[src/rtl/mapping_group_pkg.sv]
// Shared types, default widths and the saturation helper for the mapping group
// accumulator and its per-channel slices.
package mapping_group_pkg;

    typedef enum logic [1:0] {
        IDLE  = 2'd0,
        ACCUM = 2'd1,
        OUT   = 2'd2
    } mg_state_e;

    localparam int NUM_CH_DEF     = 4;
    localparam int IN_W_DEF       = 7;
    localparam int MAX_PLANES_DEF = 8;
    localparam int ACC_W_DEF      = 24;
    localparam int OUT_W_DEF      = 32;
    localparam int ZP_W           = 32;
    localparam int SUM_W          = 33;

    // Returns {clamped_flag, value clamped to the signed out_w range, still SUM_W wide}.
    function automatic logic [SUM_W:0] sat_to_w(input logic signed [SUM_W-1:0] val,
                                                 input int out_w);
        logic signed [SUM_W-1:0] hi;
        logic signed [SUM_W-1:0] lo;
        hi = $signed((SUM_W'(1) << (out_w - 1)) - SUM_W'(1));
        lo = ~hi;
        if (val > hi) begin
            return {1'b1, hi};
        end
        if (val < lo) begin
            return {1'b1, lo};
        end
        return {1'b0, val};
    endfunction

endpackage

[src/rtl/mg_channel_acc.sv]
// One channel of the mapping group: shift-accumulates weighted bit planes, then adds
// the zero point and saturates or wraps into the registered result.
module mg_channel_acc
    import mapping_group_pkg::*;
#(
    parameter int IN_W  = IN_W_DEF,
    parameter int ACC_W = ACC_W_DEF,
    parameter int OUT_W = OUT_W_DEF,
    parameter int CNT_W = 4
) (
    input  logic                    clk_i,
    input  logic                    rst_ni,
    input  logic                    abort_i,
    input  logic                    drain_i,
    input  logic                    first_i,
    input  logic                    acc_en_i,
    input  logic                    last_i,
    input  logic                    neg_i,
    input  logic                    sat_en_i,
    input  logic [CNT_W-1:0]        shift_i,
    input  logic [IN_W-1:0]         data_i,
    input  logic signed [ZP_W-1:0]  zp_i,
    output logic [OUT_W-1:0]        out_data_o,
    output logic                    sat_flag_o
);

    logic [ACC_W-1:0]        mag;
    logic signed [ACC_W-1:0] term;
    logic signed [ACC_W-1:0] acc_next;
    logic signed [ACC_W-1:0] acc_q, acc_d;
    logic signed [SUM_W-1:0] sum;
    logic [SUM_W:0]          sat_res;
    logic [OUT_W-1:0]        out_data_q, out_data_d;
    logic                    sat_flag_q, sat_flag_d;
    logic                    unused_sat_hi;

    always_comb begin
        mag      = {{(ACC_W-IN_W){1'b0}}, data_i} << shift_i;
        term     = neg_i ? -$signed(mag) : $signed(mag);
        // The first plane starts from zero so a stale accumulator can never leak in.
        acc_next = (first_i ? '0 : acc_q) + term;
        sum      = $signed({{(SUM_W-ACC_W){acc_next[ACC_W-1]}}, acc_next})
                 + $signed({zp_i[ZP_W-1], zp_i});
        sat_res  = sat_to_w(sum, OUT_W);

        acc_d      = acc_q;
        out_data_d = out_data_q;
        sat_flag_d = sat_flag_q;
        if (abort_i) begin
            acc_d      = '0;
            sat_flag_d = 1'b0;
        end else if (drain_i) begin
            acc_d = '0;
        end else begin
            if (first_i || acc_en_i) begin
                acc_d = acc_next;
            end
            if (last_i) begin
                if (sat_en_i) begin
                    out_data_d = sat_res[OUT_W-1:0];
                    sat_flag_d = sat_res[SUM_W];
                end else begin
                    out_data_d = sum[OUT_W-1:0];
                    sat_flag_d = 1'b0;
                end
            end
        end
    end

    assign unused_sat_hi = ^sat_res[SUM_W-1:OUT_W];

    always_ff @(posedge clk_i or negedge rst_ni) begin
        if (!rst_ni) begin
            acc_q      <= '0;
            out_data_q <= '0;
            sat_flag_q <= 1'b0;
        end else begin
            acc_q      <= acc_d;
            out_data_q <= out_data_d;
            sat_flag_q <= sat_flag_d;
        end
    end

    assign out_data_o = out_data_q;
    assign sat_flag_o = sat_flag_q;

endmodule

[src/rtl/mapping_group_acc_v2.sv]
// Parametrised mapping group: collects LSB-first bit planes from NUM_CH PIM channels,
// produces zero-point adjusted results on a valid/ready port with input backpressure.
module mapping_group_acc_v2
    import mapping_group_pkg::*;
#(
    parameter int NUM_CH     = NUM_CH_DEF,
    parameter int IN_W       = IN_W_DEF,
    parameter int MAX_PLANES = MAX_PLANES_DEF,
    parameter int ACC_W      = ACC_W_DEF,
    parameter int OUT_W      = OUT_W_DEF,
    localparam int P_W       = $clog2(MAX_PLANES + 1),
    localparam int SEL_W     = $clog2(NUM_CH)
) (
    input  logic                    clk_i,
    input  logic                    rst_ni,
    input  logic [P_W-1:0]          cfg_planes_i,
    input  logic                    cfg_signed_i,
    input  logic                    cfg_sat_en_i,
    input  logic                    zp_we_i,
    input  logic [SEL_W-1:0]        zp_sel_i,
    input  logic [ZP_W-1:0]         zp_data_i,
    input  logic                    clear_i,
    input  logic                    in_valid_i,
    output logic                    in_ready_o,
    input  logic [NUM_CH*IN_W-1:0]  in_data_i,
    output logic                    out_valid_o,
    input  logic                    out_ready_i,
    output logic [NUM_CH*OUT_W-1:0] out_data_o,
    output logic [NUM_CH-1:0]       sat_flag_o,
    output logic                    busy_o
);

    if (ACC_W < IN_W + MAX_PLANES + 1) begin : g_acc_w_chk
        $error("ACC_W too narrow for IN_W + MAX_PLANES + 1");
    end
    if (ACC_W >= SUM_W || OUT_W >= SUM_W || NUM_CH < 2) begin : g_shape_chk
        $error("ACC_W and OUT_W must be below 33 bits and NUM_CH at least 2");
    end

    mg_state_e          state_q, state_d;
    logic [P_W-1:0]     cnt_q, cnt_d;
    logic [P_W-1:0]     planes_q, planes_d;
    logic               signed_q, signed_d;
    logic               sat_en_q, sat_en_d;
    logic [P_W-1:0]     eff_planes, cur_planes, last_idx;
    logic               is_idle, cur_signed, cur_sat_en;
    logic               in_fire, first_fire, acc_fire, last_fire, out_fire, neg_plane;
    logic signed [ZP_W-1:0] zp_q [NUM_CH];
    logic signed [ZP_W-1:0] zp_d [NUM_CH];

    // In IDLE the config inputs act directly so a single-plane result uses them at once.
    always_comb begin
        eff_planes = cfg_planes_i;
        if (cfg_planes_i == '0) begin
            eff_planes = P_W'(1);
        end else if (cfg_planes_i > P_W'(MAX_PLANES)) begin
            eff_planes = P_W'(MAX_PLANES);
        end
        is_idle    = (state_q == IDLE);
        cur_planes = is_idle ? eff_planes   : planes_q;
        cur_signed = is_idle ? cfg_signed_i : signed_q;
        cur_sat_en = is_idle ? cfg_sat_en_i : sat_en_q;
        last_idx   = cur_planes - P_W'(1);

        in_ready_o  = (state_q != OUT);
        out_valid_o = (state_q == OUT);
        busy_o      = !is_idle;
        in_fire     = in_valid_i && in_ready_o && !clear_i;
        first_fire  = in_fire && is_idle;
        acc_fire    = in_fire && (state_q == ACCUM);
        last_fire   = in_fire && (cnt_q == last_idx);
        out_fire    = out_valid_o && out_ready_i && !clear_i;
        neg_plane   = cur_signed && (cnt_q == last_idx);
    end

    always_comb begin
        state_d  = state_q;
        cnt_d    = cnt_q;
        planes_d = planes_q;
        signed_d = signed_q;
        sat_en_d = sat_en_q;
        if (clear_i) begin
            state_d = IDLE;
            cnt_d   = '0;
        end else begin
            unique case (state_q)
                IDLE: begin
                    if (in_fire) begin
                        planes_d = eff_planes;
                        signed_d = cfg_signed_i;
                        sat_en_d = cfg_sat_en_i;
                        cnt_d    = P_W'(1);
                        state_d  = last_fire ? OUT : ACCUM;
                    end
                end
                ACCUM: begin
                    if (in_fire) begin
                        cnt_d = cnt_q + P_W'(1);
                        if (last_fire) begin
                            state_d = OUT;
                        end
                    end
                end
                OUT: begin
                    if (out_fire) begin
                        cnt_d   = '0;
                        state_d = IDLE;
                    end
                end
                default: state_d = IDLE;
            endcase
        end
    end

    // Out-of-range selects simply match no entry.
    always_comb begin
        for (int c = 0; c < NUM_CH; c++) begin
            zp_d[c] = zp_q[c];
            if (zp_we_i && (zp_sel_i == SEL_W'(c))) begin
                zp_d[c] = zp_data_i;
            end
        end
    end

    always_ff @(posedge clk_i or negedge rst_ni) begin
        if (!rst_ni) begin
            state_q  <= IDLE;
            cnt_q    <= '0;
            planes_q <= '0;
            signed_q <= 1'b0;
            sat_en_q <= 1'b0;
            for (int c = 0; c < NUM_CH; c++) begin
                zp_q[c] <= '0;
            end
        end else begin
            state_q  <= state_d;
            cnt_q    <= cnt_d;
            planes_q <= planes_d;
            signed_q <= signed_d;
            sat_en_q <= sat_en_d;
            for (int c = 0; c < NUM_CH; c++) begin
                zp_q[c] <= zp_d[c];
            end
        end
    end

    for (genvar c = 0; c < NUM_CH; c++) begin : g_ch
        mg_channel_acc #(
            .IN_W  (IN_W),
            .ACC_W (ACC_W),
            .OUT_W (OUT_W),
            .CNT_W (P_W)
        ) u_ch (
            .clk_i      (clk_i),
            .rst_ni     (rst_ni),
            .abort_i    (clear_i),
            .drain_i    (out_fire),
            .first_i    (first_fire),
            .acc_en_i   (acc_fire),
            .last_i     (last_fire),
            .neg_i      (neg_plane),
            .sat_en_i   (cur_sat_en),
            .shift_i    (cnt_q),
            .data_i     (in_data_i[(NUM_CH-1-c)*IN_W +: IN_W]),
            .zp_i       (zp_q[c]),
            .out_data_o (out_data_o[(NUM_CH-1-c)*OUT_W +: OUT_W]),
            .sat_flag_o (sat_flag_o[c])
        );
    end

endmodule

[config.mk]
export PLATFORM = sky130hd
export DESIGN_NAME = mapping_group_acc_v2
export DESIGN_NICKNAME = d
export VERILOG_FILES = /design/src/rtl/mapping_group_pkg.sv /design/src/rtl/mg_channel_acc.sv /design/src/rtl/mapping_group_acc_v2.sv
export SDC_FILE = /design/constraint.sdc
export NUM_CORES = 1
export LEC_CHECK = 0
export ABC_CLOCK_PERIOD_IN_PS = 22500
export BUFFER_PORTS_ARGS = -buffer_cell sky130_fd_sc_hd__clkbuf_2
export CORE_ASPECT_RATIO = 0.8
export CORE_MARGIN = 1
export CORE_UTILIZATION = 57
export CTS_CLUSTER_DIAMETER = 40
export DETAILED_ROUTE_END_ITERATION = 10
export GPL_TIMING_DRIVEN = 0
export PLACE_DENSITY_LB_ADDON = 0.3
export SLEW_MARGIN = 20
export SYNTH_ARGS = -nofsm -noshare
export SYNTH_HDL_FRONTEND = slang
export SYNTH_SLANG_ARGS = --single-unit
[constraint.sdc]
create_clock -name clk_i -period 22.5 [get_ports clk_i]
set_input_delay 0 -clock clk_i [delete_from_list [all_inputs] [get_ports clk_i]]
set_output_delay 0 -clock clk_i [all_outputs]
set_load 0.05 [all_outputs]
==> flow_summary.json, run 1 <==
{
  "status": "completed",
  "num_vias": 28500,
  "start_kind": "flip-flop",
  "hold_violations": 0,
  "synth_area_per_cell_um2": 8.72,
  "die_w_um": 258,
  "cts_root_buffer": "clkbuf_16",
  "switching_share": 0.492,
  "routedWlPerCell_um": 21.9,
  "hp-class": "primary input to flip-flop",
  "overflow": 0,
  "instances_no_fill": 4494,
  "fin_crit_sh": 0.481,
  "start_util": 0.582,
  "r2r_start": "state_q[0]$_DFFE_PN0P_",
  "die_height_um": 207,
  "viasPerCell": 6.35,
  "power.internal_mw": 2.42,
  "async_reset_ff_frac": 1.00,
  "synth-adder-area-share": 0.104,
  "yosysUniqueCellTypes": 89,
  "cp_max_fo": 10,
  "drv_slew": 0,
  "met3_length_um": 10100,
  "final_nets": 4078,
  "synth_mux_area_frac": 0.0713,
  "maxSlewHeadroom": 0.189,
  "area_delta_synth_final_pct": 15.6,
  "ioPinCount": 209,
  "grt_pass1_vias": 26500,
  "power_leakage_nw": 16.8,
  "wl_met1_um": 42700,
  "met2WireLength_um": 42500,
  "tritoncts": "yes",
  "drt_iter0_markers": 2989,
  "dieArea_mm2": 0.0535,
  "pwr-share-seq": 0.204,
  "row_count": 74,
  "critPathRequiredTime_ns": 23.03,
  "clock-sinks": 368,
  "period_minus_slack_ns": 10.82,
  "comb_power_share": 0.595,
  "synth_area_leaders": "dfrtp_1 (31%), ha_1 (9.9%), mux2_2 (5.5%), a21oi_1 (5.5%), xnor2_1 (5.0%)",
  "synth_top_area_frac": 0.307,
  "numCtsBuffers": 59,
  "ir_drop_v": 0.000124,
  "setup_viol": 0,
  "hp-start": "in_valid_i",
  "diodes": 0,
  "place_inst": 4335,
  "port-buffer-count": 205,
  "grt_pass1_wl_um": 150000,
  "synth_flop_cell": "dfrtp_1",
  "critPathKind": "flip-flop to flip-flop",
  "synthCells": 3439,
  "ant_nets": 0,
  "crit_start": "state_q[0]$_DFFE_PN0P_",
  "rsz0062_at_grt": "no",
  "crit_path_end_kind": "flip-flop",
  "synth_top_family_by_area": "compound AO/OA/AOI/OAI gates",
  "slowest_delay_ns": 0.79,
  "clk_latency_ns": 0.63,
  "drc": 0,
  "ys_ff_latch": 368,
  "grt_usage": 0.358,
  "syn_area_mm2": 0.0300,
  "cap_violations": 0,
  "synth_edf_count": 0,
  "p_per_area_mw_per_mm2": 137,
  "cts_buffer_depth": 3,
  "pre_cts_ws_ns": 11.94,
  "post_cts_buffers": 0,
  "highest_layer": "met5",
  "fin_ws_ns": 11.68,
  "synth-xor-area-share": 0.0748,
  "wl_um": 98600,
  "drive_gt1_frac": 0.146,
  "clock_skew_ns": 0.0405,
  "yosysSeqAreaShare": 0.307,
  "synth-compound-area-share": 0.245,
  "synth-simple-area-share": 0.161,
  "routabilityCongestion": 1.01,
  "fmax_ghz": 0.0924,
  "ys_warn_count": 0,
  "htree_levels": 2,
  "worstPathArrival_ns": 11.35,
  "cp_slowest_cell": "nor2_1",
  "antenna_found_initial": 5,
  "cts.clk_slew.worst_paths_ns": 0.06,
  "p_switching_mw": 2.34,
  "core-area_mm2": 0.0515,
  "tns_ns": 0,
  "pwr-share-clk": 0.201,
  "synth_top_cell_by_area": "dfrtp_1",
  "synth_fp_nets": 3758,
  "firstDrtPassIters": 6,
  "worstMarginPinSlew_ns": 1.18,
  "grt_max_degree": 82,
  "dp_hpwl_um": 76700,
  "post_cts_resized": 0
}
-- worst max-delay path: cells and delay by family, from the launching register on --
family / cells / cell delay [ns]
xor+xnor: 4 / 1.37
compound gates: 15 / 3.38
flops: 1 / 0.40
fa+ha+maj: 4 / 1.15
simple gates: 4 / 1.91
mux: 2 / 0.62
buf+inv: 6 / 1.85
-- Yosys cell counts (all sizes together), types with 7 or more instances --
library cell,instances
a211o,13
a211oi,26
a21o,126
a21oi,331
a221o,37
a22o,100
a22oi,14
a311oi,7
a31oi,47
and2,111
and3,23
and4,9
buf,52
clkbuf,127
dfrtp,368
fa,8
ha,237
inv,90
mux2,150
mux2i,28
mux4,7
nand2,259
nand2b,33
nand3,65
nand3b,13
nand4,23
nor2,306
nor2b,30
nor3,60
nor4,11
o211a,8
o211ai,16
o21a,38
o21ai,217
o21bai,22
o221ai,8
o22ai,13
o311ai,7
o31ai,20
or2,14
or3,19
xnor2,171
xor2,85
-- registers in the layout, indices dropped and copies added (netlist names) --
name / count
g_ch.u_ch.acc_q: 96
state_q: 2
cnt_q: 4
signed_q: 1
zp_q: 128
g_ch.u_ch.out_data_o: 128
g_ch.u_ch.sat_flag_o: 4
planes_q: 4
sat_en_q: 1
-- layout by cell type, fill, tap and decap left out, drive strengths merged, types with 19 or more instances in the layout --
cell         instances
clkbuf             396
dfrtp              368
a21oi              331
nor2               306
nand2              259
ha                 237
o21ai              217
xnor2              171
mux2               150
a21o               126
inv                116
and2               111
a22o               100
xor2                85
nand3               65
nor3                60
buf                 60
a31oi               47
dlygate4sd3         46
o21a                38
a221o               37
nand2b              33
nor2b               30
mux2i               28
a211oi              26
nand4               23
and3                23
o21bai              22
o31ai               20
or3                 19
-- what timing repair did --
| action | CTS | global route |
|---|---|---|
| endpoints found under the setup margin | 0 | 0 |
| hold buffers | 47 | 0 |
| hold endpoints to repair | 243 | 0 |
-- kinds of logic after synthesis --
| kind of cell | Yosys count |
|---|---|
| flops | 368 |
| fa+ha+maj | 245 |
| simple gates | 1001 |
| buf+inv | 269 |
| compound gates | 1115 |
| mux | 185 |
| xor+xnor | 256 |
-- cell type report --
class	count	area, um^2
sequential	368	9210
clock buffer	64	1540
inverter	90	338
multi-input combinational	2802	19700
fill	4329	16800
clock inverter	48	568
buffer	179	748
timing repair buffer	259	1680
tap	684	856
-- stage by stage --
stage                      util  area (um^2)  hold WS (ns)  power, mW
after floorplan               -        30000        -0.296       3.03
final                     0.673        34700         0.119       4.76
after detailed placement  0.623        32100       -0.0252       3.73
after global routing      0.673        34700         0.110       5.04
after CTS                 0.673        34700        0.0693       4.71
after global placement    0.619        31900         0.213       3.69
-- worst paths after layout --
kind,to,slack (ns),depth (start not counted)
min in group asynchronous,g_ch[1].u_ch.out_data_o[21]$_DFFE_PN0P_,0.47,4
setup reg to reg,g_ch[1].u_ch.out_data_o[3]$_DFFE_PN0P_,11.68,35
hold / removal,signed_q$_DFFE_PN0P_,0.12,5
setup / recovery,g_ch[1].u_ch.out_data_o[3]$_DFFE_PN0P_,11.68,35
hold reg to reg,g_ch[2].u_ch.out_data_o[31]$_DFFE_PN0P_,0.48,1
max in group asynchronous,g_ch[0].u_ch.acc_q[13]$_DFFE_PN0P_,20.88,6
-- power groups by stage --
stage,logic [mW],registers (mW),clock network [mW]
after CTS,2.79,0.965,0.963
after global placement,2.72,0.969,0
final,2.83,0.969,0.957
after global routing,3.06,0.985,0.994
after detailed placement,2.75,0.973,0
after floorplan,1.75,1.28,0
-- layer usage --
layer / vias to the layer above / GRT usage
met5: - / 0
met4: 2 / 0.122
met3: 201 / 0.0788
met2: 1358 / 0.536
met1: 13700 / 0.510
li1: 13300 / -
Note: power is estimated with default switching activity, not from simulation.
==> run 2: changes to the inputs <==
--- a/config.mk
+++ b/config.mk
@@ -5,7 +5,7 @@
 export SDC_FILE = /design/constraint.sdc
 export NUM_CORES = 1
 export LEC_CHECK = 0
-export ABC_CLOCK_PERIOD_IN_PS = 22500
+export ABC_CLOCK_PERIOD_IN_PS = 8800
 export BUFFER_PORTS_ARGS = -buffer_cell sky130_fd_sc_hd__clkbuf_2
 export CORE_ASPECT_RATIO = 0.8
 export CORE_MARGIN = 1
==> constraint.sdc (replaced) <==
create_clock -name clk_i -period 8.8 [get_ports clk_i]
set_input_delay 0 -clock clk_i [delete_from_list [all_inputs] [get_ports clk_i]]
set_output_delay 0 -clock clk_i [all_outputs]
set_load 0.05 [all_outputs]
==> run 2 against run 1 <==
  * Clock skew grew 0.0020 ns
  * Critical path depth fell by 2
  * Fmax grew 28%
  * Worst hold slack worse by 0.031 ns
  * Clock power rose to 2.6 times the previous value
  * Worst setup slack worse by 11 ns
  * Total power rose to 2.6 times the previous value
  * Largest power group unchanged
  * Critical path type unchanged
  * Cell count rose by 0.22%
==> flow_summary.json, run 2 (same netlist as run 1, synthesis figures left out) <==
{
  "status": "completed",
  "rr_endpoint": "g_ch[1].u_ch.out_data_o[3]$_DFFE_PN0P_",
  "port-buffer-count": 205,
  "p_per_area_mw_per_mm2": 350,
  "power_leakage_nw": 17.2,
  "pre_cts_ws_ns": -1.76,
  "crit_family": "compound AO/OA/AOI/OAI gates",
  "rrSetupSlack_ns": 0.32,
  "hold-worst-slack_ns": 0.0877,
  "hold_violations": 0,
  "layout_common_cells": "dfrtp_1 (368), a21oi_1 (328), nor2_1 (305), nand2_1 (259), ha_1 (235)",
  "cts_root_buffer": "clkbuf_16",
  "r2r_start": "state_q[0]$_DFFE_PN0P_",
  "firstDrtPassIters": 6,
  "cp_slowest_cell": "or4_4",
  "hold_end": "planes_q[3]$_DFFE_PN0P_",
  "setup_viol": 0,
  "pwr-share-clk": 0.198,
  "start_kind": "flip-flop",
  "grt_pass1_vias": 26600,
  "slowest_delay_ns": 0.63,
  "clk_latency_ns": 0.63,
  "routedWlPerCell_um": 22.1,
  "power.internal_mw": 6.28,
  "num_vias": 28700,
  "drv_slew": 0,
  "die_height_um": 207,
  "fmax_ghz": 0.118,
  "switching_share": 0.491,
  "wl_um": 99400,
  "final_nets": 4088,
  "diodes": 0,
  "overflow": 0,
  "antenna_found_initial": 5,
  "grt_max_degree": 82,
  "period_minus_slack_ns": 8.48,
  "ff2ff_path_depth": 33,
  "hp-start": "in_valid_i",
  "dp_hpwl_um": 76700,
  "fin_crit_sh": 0.964,
  "comb_power_share": 0.601,
  "routabilityCongestion": 1.01,
  "tns_ns": 0,
  "ioPinCount": 209,
  "core-area_mm2": 0.0515,
  "dieArea_mm2": 0.0535,
  "ant_nets": 0,
  "cts_buffer_depth": 3,
  "row_count": 74,
  "regArea_mm2": 0.00921,
  "drc": 0,
  "area_delta_synth_final_pct": 17.7,
  "critPathKind": "flip-flop to flip-flop",
  "cp_max_fo": 10,
  "critical_path.most_common_cell": "ha_1",
  "grt_usage": 0.360,
  "cap_violations": 0,
  "cts.clk_slew.worst_paths_ns": 0.06,
  "dpl_cell_area_mm2": 0.0321,
  "worstPathArrival_ns": 9.01,
  "drive_gt1_frac": 0.171,
  "fin_ws_ns": 0.321,
  "die_w_um": 258,
  "min_path_cells": 5,
  "path_buf_inv": 7,
  "critPathRequiredTime_ns": 9.33,
  "clock-sinks": 368,
  "fin_area_mm2": 0.0353,
  "multi_input_area_mm2": 0.0201,
  "crit_path_end_kind": "flip-flop",
  "drt_iter0_markers": 3173,
  "fin_util": 0.685,
  "grt_pass1_wl_um": 151000,
  "clock_skew_ns": 0.0425,
  "nFillCells": 4217,
  "maxSlewHeadroom": 0.195,
  "worstMarginPinSlew_ns": 1.17,
  "htree_levels": 2,
  "ir_drop_v": 0.000318,
  "viasPerCell": 6.37,
  "tritoncts": "yes",
  "mostFrequentLayoutCell": "dfrtp_1",
  "hp-class": "primary input to flip-flop",
  "pwr-share-seq": 0.201,
  "start_util": 0.582,
  "numCtsBuffers": 59,
  "p_switching_mw": 6.06
}
==> run 2: changes by cell type in the layout (fill, tap and decap cells not counted), sizes merged <==
| cell | previous run | this run |
|---|---|---|
| clkbuf | 396 | 384 |
| inv | 116 | 115 |
| buf | 60 | 82 |
| clkinvlp | 4 | 5 |
==> run 2: metal layers <==
metal,track usage,vias to the layer above,routed length [um]
met5,0,-,17
met4,0.125,2,3300
met3,0.0814,205,10400
met2,0.540,1413,43300
met1,0.508,13800,42400
li1,-,13300,-
==> run 2: cell type report <==
cell class,count,area share
clock inverter,48,0.0161
timing repair buffer,280,0.0520
inverter,90,0.00968
sequential,368,0.261
clock buffer,64,0.0436
multi-input combinational,2802,0.571
tap,684,0.0243
buffer,168,0.0227
==> run 2: how the worst max path moves through the flow <==
stage | start | endpoint | slack (ns) | depth (start not counted)
detailed placement | state_q[0]$_DFFE_PN0P_ | g_ch[0].u_ch.out_data_o[30]$_DFFE_PN0P_ | -1.76 | 35
global placement | state_q[0]$_DFFE_PN0P_ | g_ch[1].u_ch.out_data_o[23]$_DFFE_PN0P_ | -1.87 | 35
CTS | state_q[0]$_DFFE_PN0P_ | g_ch[1].u_ch.out_data_o[3]$_DFFE_PN0P_ | 0.007 | 36
global route | state_q[1]$_DFFE_PN0P_ | g_ch[1].u_ch.out_data_o[6]$_DFFE_PN0P_ | -0.05 | 35
floorplan | state_q[0]$_DFFE_PN0P_ | g_ch[0].u_ch.out_data_o[0]$_DFFE_PN0P_ | 0.91 | 35
finish | state_q[0]$_DFFE_PN0P_ | g_ch[1].u_ch.out_data_o[3]$_DFFE_PN0P_ | 0.32 | 33
==> run 2: timing repair <==
item | CTS | global route
resized for setup | 67 | 78
buffers inserted | 7 | 14
hold buffers | 47 | 0
pin swaps | 4 | 9
endpoints found under the setup margin | 132 | 131
hold endpoints to repair | 243 | 0
==> run 2: worst register-to-register path: cells and delay by family (launching register included) <==
kind	cells	cell delay (ns)
mux	1	0.27
simple gates	8	2.06
fa+ha+maj	4	0.92
compound gates	10	2.73
buf+inv	7	1.52
flops	1	0.40
xor+xnor	3	0.49
==> run 2: power groups by stage <==
stage | Sequential (mW) | Combinational, mW | Clock, mW
after floorplan | 3.27 | 4.48 | 0
after global placement | 2.48 | 6.96 | 0
after detailed placement | 2.49 | 7.04 | 0
after CTS | 2.47 | 7.19 | 2.46
after global routing | 2.52 | 8.00 | 2.54
final | 2.48 | 7.42 | 2.45
==> run 2: per-stage QoR <==
step           total power [mW]  cells
2_1_floorplan              7.75   3439
3_3_place_gp               9.44   4328
3_5_place_dp               9.53   4335
4_1_cts                    12.1   4497
5_1_grt                    13.1   4504
6_report                   12.3   4504
